`config.mk`:
```
export PLATFORM = sky130hd
export DESIGN_NAME = skid_reg
export DESIGN_NICKNAME = d
export VERILOG_FILES = /design/src/rtl/skid_reg.sv
export SDC_FILE = /design/constraint.sdc
export NUM_CORES = 1
export LEC_CHECK = 0
export ABC_CLOCK_PERIOD_IN_PS = 1250
export CORE_UTILIZATION = 44
export CTS_BUF_LIST = sky130_fd_sc_hd__clkbuf_4 sky130_fd_sc_hd__clkbuf_8
export DETAILED_ROUTE_END_ITERATION = 7
export PLACE_DENSITY = 0.82
export SLEW_MARGIN = 20
export SYNTH_ARGS = -nofsm -noshare
export SYNTH_HDL_FRONTEND = slang
export SYNTH_SLANG_ARGS = --single-unit
export TNS_END_PERCENT = 100
```
`constraint.sdc`:
```
create_clock -name clk -period 1.25 [get_ports clk]
set_input_delay 0.125 -clock clk [delete_from_list [all_inputs] [get_ports clk]]
set_output_delay 0.125 -clock clk [all_outputs]
set_load 0.05 [all_outputs]
```
`src/rtl/skid_reg.sv`:
```
`default_nettype none
// +----------------------------------------------------------------------------+
// | skid_reg : registered valid/ready stage with a one-entry skid buffer and   |
// |            a wrapping delivered-beat counter; every output is a flop.      |
// | Revision : 1.0                                                             |
// +----------------------------------------------------------------------------+
module skid_reg #(
  parameter int WIDTH = 4,
  parameter int CNT_W = 8
) (
  input  logic             clk,
  input  logic             reset,
  input  logic             in_valid,
  input  logic [WIDTH-1:0] in_data,
  output logic             in_ready,
  output logic             out_valid,
  output logic [WIDTH-1:0] out_data,
  input  logic             out_ready,
  output logic [1:0]       level,
  output logic [CNT_W-1:0] xfer_count
);

  typedef enum logic [1:0] {
    S_EMPTY = 2'd0,
    S_ONE   = 2'd1,
    S_FULL  = 2'd2
  } state_t;

  state_t           r_state;
  state_t           w_state_nxt;
  logic [WIDTH-1:0] r_main;
  logic [WIDTH-1:0] r_skid;
  logic             r_in_ready;
  logic             r_out_valid;
  logic [1:0]       r_level;
  logic [CNT_W-1:0] r_count;

  logic w_in_acc;
  logic w_out_acc;
  logic w_main_from_in;
  logic w_main_from_skid;
  logic w_skid_load;

  assign w_in_acc  = in_valid & r_in_ready;
  assign w_out_acc = r_out_valid & out_ready;

  always_comb begin
    w_state_nxt      = r_state;
    w_main_from_in   = 1'b0;
    w_main_from_skid = 1'b0;
    w_skid_load      = 1'b0;
    case (r_state)
      S_EMPTY: begin
        if (w_in_acc) begin
          w_main_from_in = 1'b1;
          w_state_nxt    = S_ONE;
        end
      end
      S_ONE: begin
        if (w_in_acc && w_out_acc) begin
          w_main_from_in = 1'b1;
        end else if (w_in_acc) begin
          w_skid_load = 1'b1;
          w_state_nxt = S_FULL;
        end else if (w_out_acc) begin
          w_state_nxt = S_EMPTY;
        end
      end
      S_FULL: begin
        if (w_out_acc) begin
          w_main_from_skid = 1'b1;
          w_state_nxt      = S_ONE;
        end
      end
      default: w_state_nxt = S_EMPTY;
    endcase
  end

  // Flag outputs are registered copies of the next state so no output is decoded.
  always_ff @(posedge clk) begin
    if (reset) begin
      r_state     <= S_EMPTY;
      r_main      <= '0;
      r_skid      <= '0;
      r_in_ready  <= 1'b1;
      r_out_valid <= 1'b0;
      r_level     <= 2'd0;
      r_count     <= '0;
    end else begin
      r_state     <= w_state_nxt;
      r_in_ready  <= (w_state_nxt != S_FULL);
      r_out_valid <= (w_state_nxt != S_EMPTY);
      r_level     <= w_state_nxt;
      if (w_main_from_in) begin
        r_main <= in_data;
      end else if (w_main_from_skid) begin
        r_main <= r_skid;
      end
      if (w_skid_load) begin
        r_skid <= in_data;
      end
      if (w_out_acc) begin
        r_count <= r_count + CNT_W'(1);
      end
    end
  end

  assign in_ready   = r_in_ready;
  assign out_valid  = r_out_valid;
  assign out_data   = r_main;
  assign level      = r_level;
  assign xfer_count = r_count;

endmodule
`default_nettype wire

```
==> reports/qor.csv, run 1 <==
metric,value,unit
CP Data Required Time,1.48,ns
final setup vio count,2,
Final Skew,0.000481,ns
total core area,0.00196,mm^2
DIE HEIGHT,47.8,um
CP endpoint,xfer_count[4]$_SDFFE_PP0P_,
routed vias,950,
FMAX,784,MHz
dpl hpwl,1750,um
critical path depth,4,
H-tree levels,1,
Post-DP Area,0.00141,mm^2
CP max stage cell,or3_1,
Fin. Hold Viols,0,
gpl congestion,0.755,
Leak,0.562,nW
RSZ-0062 raised after global routing,yes,
status,"complete, but fails checks",
Comb pwr share,0.308,
P&R area growth vs syn,66.2,%
WS Path Type,register to register,
fillers,133,
share of cells above drive strength 1,0.415,
Worst Tran Pin Value,0.317,ns
"Design Area, Final",0.00153,mm^2
Synthesized Nets,110,
number of global-route vias before repair,851,
Worst R2R Setup Slack,-0.02,ns
number of library cell types mapped by synthesis,32,
"Seq/Total Area, Yosys",0.435,
WP buf/inv,0,
Yosys warnings,0,
antenna cells,0,
DRC violation count after routing,0,
TritonCTS clock tree,done,
reg2reg start,xfer_count[0]$_SDFFE_PP0P_,
global-route wire length before repair,3650,um
clock share of power,0.234,
CP startpoint,xfer_count[0]$_SDFFE_PP0P_,
WL/cell,16.1,um
Pwr Density,1040,mW/mm^2
Post-Syn Area,921,um^2
fin. max-slew vios,0,
final setup margin,-0.0250,ns
asr flop ratio synth,0,
cells after synthesis,101,
R2R depth,4,
Max Cap Viol,0,
GRT Overall Usage,0.232,
total CTS buffers,3,
CP max stage delay,0.43,ns
Vias per Instance,5.86,
Post-Synth XOR/XNOR Area,0.0190,
failing checks,negative setup slack,
clock-pin transition on the worst setup and hold timing paths,0.11,ns
area share of fa/ha/maj cells after synthesis,0.0136,
dpl ws,-0.211,ns
Worst slew margin,0.788,
switching share of power,0.319,
Root Driver,clkbuf_4,
RR Endpoint,xfer_count[4]$_SDFFE_PP0P_,
"Power, Total",1.60,mW
Startpoint Class,register,
CP Max Fanout,4,
Yosys reg bits,20,
worst-path cell chain,ha_4 -> nand4_1 -> or3_1 -> a21oi_2,
Final period util,1.02,
# clock sinks,20,
hold buffers post-CTS,0,
Simple-Gate Fraction of Synth Area,0.208,
drt pass-1 iters,4,
initial core utilization,0.469,
Post-synth EDFFs,0,
die area,0.00228,mm^2
final std cells w/o fill,162,
largest family of logic cells by synthesized area,compound AO/OA/AOI/OAI gates,
nets@finish,145,
Crit. End Element,register,
Post-synth top flop,dfxtp_1,
average cell area after synthesis,9.12,um^2
Detailed Route WL,2620,um
clk_lat worst skew,0.30,ns
DR iter-0 viols,28,
Max clock buf depth,2,
compound-gate portion of the synthesized area,0.264,
post-synthesis mux area share,0,
DP Cell Count,152,
Final ANT Viol Nets,0,
Cell Rows,16,
sequential fraction of design power,0.458,
input/output buffers,23,
final core utilization,0.780,
"Remaining Overflow, GRT",0,
antenna violations before repair,0,
min Tclk post-route,1.27,ns
Max IR drop VDD,0.000872,V
worst hold path type,input pin to register,
# IOs,24,
Crit path max-delay family,simple AND/OR/NAND/NOR gates,
Net Sw Power,0.509,mW
largest net degree at the start of global routing,12,
WP data arrival,1.51,ns
internal power,1.09,mW
Die X,47.8,um
cells in the mapped netlist (2+ instances only):
cell / number / area [um^2]
nand3_1: 7 / 35.0
o211ai_1: 4 / 30.0
or4_1: 2 / 15.0
a21oi_1: 15 / 75.1
nand2_1: 5 / 18.8
dfxtp_1: 20 / 400
a32oi_1: 4 / 35.0
nor2_1: 2 / 7.51
o21ai_0: 8 / 40.0
buf_6: 3 / 33.8
clkbuf_1: 5 / 18.8
nand4_1: 3 / 18.8
or3_1: 3 / 18.8
o31ai_1: 2 / 15.0
worst register-to-register path: cells and delay by family, from the launching register on:
family	cells	cell delay [ns]
and+or+nand+nor	2	0.55
DFF	1	0.39
adders and majority gates	1	0.14
AOI/OAI and AO/OA	1	0.13
through the flow:
step	TNS, ns	hold slack [ns]
3_3_place_gp	-1.66	0.461
3_5_place_dp	-2.13	0.480
2_1_floorplan	-0.0577	0.191
6_report	-0.0269	0.273
4_1_cts	0	0.410
5_1_grt	-0.127	0.273
power by group through the flow:
stage          registers [mW]  clock network (mW)  logic, mW
2_1_floorplan           0.821                   0      0.181
3_3_place_gp            0.745                   0      0.449
3_5_place_dp            0.749                   0      0.458
4_1_cts                 0.732               0.381      0.472
5_1_grt                 0.738               0.404      0.516
6_report                0.732               0.375      0.492
layout by cell type (no fill, tap or decap), drive strengths merged, types with 2 or more instances in the layout:
cell type,instances
a21oi,15
a32oi,4
buf,31
clkbuf,4
clkdlybuf4s50,6
dfxtp,20
nand2,6
nand3,7
nand4,3
nor2,2
o211ai,4
o21ai,8
o31ai,2
or3,3
or4,2
sequential cells by signal, indices dropped and copies added (netlist names):
signal      count
out_data        4
xfer_count      8
level           2
out_valid       1
in_ready        1
r_skid          4
metal layers:
layer / GRT usage / share of wire
met5: 0 / 0
met4: 0.100 / 0.016
met3: 0.0340 / 0.034
met2: 0.419 / 0.52
met1: 0.268 / 0.43
kinds of logic (layout without fill, tap and decap cells):
| group | after synthesis | count (layout) |
|---|---|---|
| adder cells (fa/ha/maj) | 1 | 1 |
| AO/OA/AOI/OAI | 38 | 38 |
| AND/OR/NAND/NOR | 31 | 31 |
| flip-flops | 20 | 20 |
| buffers and inverters | 9 | 43 |
| XOR/XNOR | 2 | 2 |
area by class of cell:
| type | count | area, um^2 | area share |
|---|---|---|---|
| tap | 27 | 33.8 | 0.0221 |
| multi-input combinational | 72 | 508 | 0.332 |
| inverter | 1 | 3.75 | 0.00245 |
| timing repair buffer | 38 | 509 | 0.333 |
| sequential | 20 | 439 | 0.287 |
| clock buffer | 4 | 36.3 | 0.0237 |
how the worst min path moves through the flow:
stage,cells past startpoint,start,endpoint
after floorplan,1,reset,level[0]$_SDFF_PP0_
after global placement,2,r_skid[0]$_SDFFE_PP0P_,r_skid[0]$_SDFFE_PP0P_
after detailed placement,2,r_skid[1]$_SDFFE_PP0P_,r_skid[1]$_SDFFE_PP0P_
after CTS,3,in_data[1],r_skid[1]$_SDFFE_PP0P_
after global routing,4,out_ready,xfer_count[1]$_SDFFE_PP0P_
final,4,out_ready,xfer_count[1]$_SDFFE_PP0P_
repair_timing:
item	in CTS	in global routing
endpoints found under the setup margin	2	6
gates resized for setup	1	8
setup buffers	2	4
pin swaps	0	5
Power figures use the tool's default switching activity.
==> inputs of run 2 (changes only) <==
--- a/config.mk
+++ b/config.mk
@@ -5,10 +5,12 @@
 export SDC_FILE = /design/constraint.sdc
 export NUM_CORES = 1
 export LEC_CHECK = 0
+export ABC_AREA = 1
 export ABC_CLOCK_PERIOD_IN_PS = 1250
 export CORE_UTILIZATION = 44
 export CTS_BUF_LIST = sky130_fd_sc_hd__clkbuf_4 sky130_fd_sc_hd__clkbuf_8
 export DETAILED_ROUTE_END_ITERATION = 7
+export HOLD_SLACK_MARGIN = 0.05
 export PLACE_DENSITY = 0.82
 export SLEW_MARGIN = 20
 export SYNTH_ARGS = -nofsm -noshare
==> run 2 against run 1 <==
  * The run now ends clean
  * Global-route usage decreased by 2.6 points
  * Count of clock-buffer cells in the layout stayed put
  * Critical path depth grew 2
  * Synthesized cell count rose by 23%
  * Sequential share of layout area increased by 0.32 points
  * Via count is 5.6% lower
  * Total power increased by 18%
  * Flip-flop and latch count is the same
==> reports/qor.csv, run 2 <==
metric,value,unit,change
min Tclk post-route,1.14,ns,-0.136 ns
"Design Area, Final",0.00141,mm^2,-7.8%
Max clock buf depth,2,,unchanged
Post CTS Setup Buffer Count,0,,-2
"most common cell after layout, fill and taps aside",nand2_1,,
internal power,1.21,mW,+11%
Yosys reg bits,20,,unchanged
Cell Rows,16,,unchanged
Worst Tran Pin Value,0.365,ns,+0.0485 ns
FMAX,878,MHz,+12%
Startpoint Class,register,,
number of library cell types mapped by synthesis,18,,-44%
Comb pwr share,0.368,,+0.060
WS Path Type,register to register,,
met3 routed WL,77,um,-14%
worst hold path type,input pin to register,,
CP max stage cell,dfxtp_2,,
Root Driver,clkbuf_4,,
initial core utilization,0.468,,-0.00160
Synth top area share,0.441,,+0.00599
switching share of power,0.359,,+0.0406
Detailed Route WL,1970,um,-25%
Post-Syn Area,908,um^2,-1.4%
Synthesized Nets,133,,+21%
RSZ-0062 raised after global routing,no,,
met2 routed WL,1070,um,-22%
status,"finished, final reports clean",,
"Remaining Overflow, GRT",0,,unchanged
TritonCTS clock tree,done,,
share of cells above drive strength 1,0.266,,-0.149
"commonest cells after routing, fill and taps aside","nand2_1, inv_1, buf_12, nor2_1, dfxtp_1",,
Max IR drop VDD,0.000930,V,+6.6%
total core area,0.00194,mm^2,-1.0%
Final Skew,0.00429,ns,+0.00381 ns
asr flop ratio synth,0,,unchanged
WHS,0.485,ns,+0.212 ns
final setup margin,0.111,ns,+0.136 ns
CP max stage delay,0.37,ns,-0.06 ns
dpl ws,-0.145,ns,+0.0657 ns
Synth area leaders,"dfxtp_1, nand2_1, inv_1",,
Worst R2R Setup Slack,0.11,ns,+0.14 ns
DR iter-0 viols,26,,-7.1%
Pwr Density,1340,mW/mm^2,+29%
antenna violations before repair,0,,unchanged
Post-synth EDFFs,0,,unchanged
WP data arrival,1.39,ns,-0.12 ns
Crit. End Element,register,,
sequential fraction of design power,0.435,,-0.023
dpl hpwl,1590,um,-9.4%
Post-DP Area,0.00137,mm^2,-3.2%
gpl congestion,0.817,,+8.1%
met1 wire length,790,um,-30%
Yosys warnings,0,,unchanged
H-tree levels,1,,unchanged
Vias per Instance,4.96,,-15%
Net Sw Power,0.680,mW,+34%
Total Neg Setup Slack,0,ns,+0.0269 ns
Yosys top cell by area,dfxtp_1,,
Fin. Hold Viols,0,,unchanged
highest metal used,met4,,
nets@finish,164,,+13%
Leak,0.619,nW,+10%
"Power, Total",1.89,mW,+18%
number of global-route vias before repair,783,,-8.0%
Max Cap Viol,0,,unchanged
Post-synth top flop,dfxtp_1,,
DIE HEIGHT,47.4,um,-0.66%
global-route wire length before repair,3270,um,-10%
Final ANT Viol Nets,0,,unchanged
fin. max-slew vios,0,,unchanged
"Seq/Total Area, Yosys",0.441,,+0.00599
input/output buffers,23,,unchanged
Worst slew margin,0.756,,-0.0320
CP Data Required Time,1.50,ns,+0.02 ns
largest net degree at the start of global routing,14,,+2
Die X,47.4,um,-0.66%
clock share of power,0.197,,-0.037
# clock sinks,20,,unchanged
DRC violation count after routing,0,,unchanged
clock-pin transition on the worst setup and hold timing paths,0.11,ns,about the same
most frequent cell after synthesis,nand2_1,,
hold buffers post-CTS,0,,unchanged
average cell area after synthesis,7.33,um^2,-20%
die area,0.00225,mm^2,-1.3%
Final period util,0.911,,-0.109
cells after synthesis,124,,+23%
antenna cells,0,,unchanged
worst-path cell chain,nand2_1 -> nor2_4 -> nand3_4 -> o21ai_0 -> nand2_1 -> nand2_1,,
max reg flops,8,,unchanged
final setup vio count,0,,-2
CP Max Fanout,6,,+2
total CTS buffers,3,,unchanged
P&R area growth vs syn,55.2,%,
cell mode on critical path,nand2_1,,
WL/cell,10.9,um,-33%
clk_lat worst skew,0.30,ns,about the same
GRT Overall Usage,0.206,,-0.0260
drt pass-1 iters,4,,unchanged
"top cells by count, synth","nand2_1, dfxtp_1, inv_1, nor2_1, nand3_1",,
# IOs,24,,unchanged
routed vias,897,,-5.6%
-- run 2: cell count changes after synthesis, moves of 3 or more --
cell	change
nand2_1	+20
inv_1	+18
nor2_1	+13
a21oi_1	-7
clkbuf_1	-5
a32oi_1	-4
nand3_1	+4
o211ai_1	-4
buf_6	-3
nand3_2	+3
or3_1	-3
-- run 2: area by class of cell --
| type | count | area, um^2 |
|---|---|---|
| flip-flops and latches | 20 | 409 |
| multi-input cells | 84 | 439 |
| fillers | 155 | 532 |
| repair buffers | 27 | 420 |
| inverters | 19 | 71.3 |
| clock buffers | 4 | 36.3 |
| well taps | 27 | 33.8 |
-- run 2: critical path, delay by kind of cell (launching register included) --
kind,cells,cell delay [ns]
simple gates,5,0.60
flops,1,0.37
compound gates,1,0.11
-- run 2: cell families (layout without fill, tap and decap cells) --
kind of cell | Yosys count | after routing | share of synthesized area
simple gates | 65 | 65 | 0.355
flops | 20 | 20 | 0.441
buf+inv | 20 | 50 | 0.0840
compound gates | 17 | 17 | 0.0964
fa+ha+maj | 1 | 1 | 0.0138
xor+xnor | 1 | 1 | 0.00964
-- run 2: power by group through the flow --
stage / logic (mW) / registers (mW) / clock network [mW]
after floorplan: 0.209 / 0.984 / 0
after global placement: 0.674 / 0.832 / 0
after detailed placement: 0.693 / 0.837 / 0
after CTS: 0.695 / 0.822 / 0.375
after global routing: 0.748 / 0.832 / 0.396
final: 0.697 / 0.823 / 0.374
-- run 2: path summary, 6_finish.rpt --
kind,from,to,cells after the start
max,in_ready$_SDFF_PP1_,out_valid$_SDFF_PP0_,6
min,in_data[1],r_skid[1]$_SDFFE_PP0P_,3
max reg2reg,in_ready$_SDFF_PP1_,out_valid$_SDFF_PP0_,6
min reg2reg,r_skid[0]$_SDFFE_PP0P_,r_skid[0]$_SDFFE_PP0P_,2
-- run 2: what timing repair did --
item,CTS,global route
setup endpoints to repair,0,6
gates resized for setup,0,2
endpoints found under the hold margin,0,0
-- run 2: per-stage QoR --
step	util	std cells
floorplan	-	124
global placement	0.704	177
detailed placement	0.704	177
CTS	0.722	181
global route	0.726	181
finish	0.726	181
-- run 2: metal layers --
metal,vias up,GRT usage
met5,-,0
met4,0,0.0857
met3,4,0.0226
met2,23,0.367
met1,413,0.249
li1,457,-
==> inputs of run 3 (changes only) <==
--- a/config.mk
+++ b/config.mk
@@ -16,4 +16,4 @@
 export SYNTH_ARGS = -nofsm -noshare
 export SYNTH_HDL_FRONTEND = slang
 export SYNTH_SLANG_ARGS = --single-unit
-export TNS_END_PERCENT = 100
+export TNS_END_PERCENT = 50
==> results of run 3 <==
Final layout, timing and power as in run 2 (identical DEF).
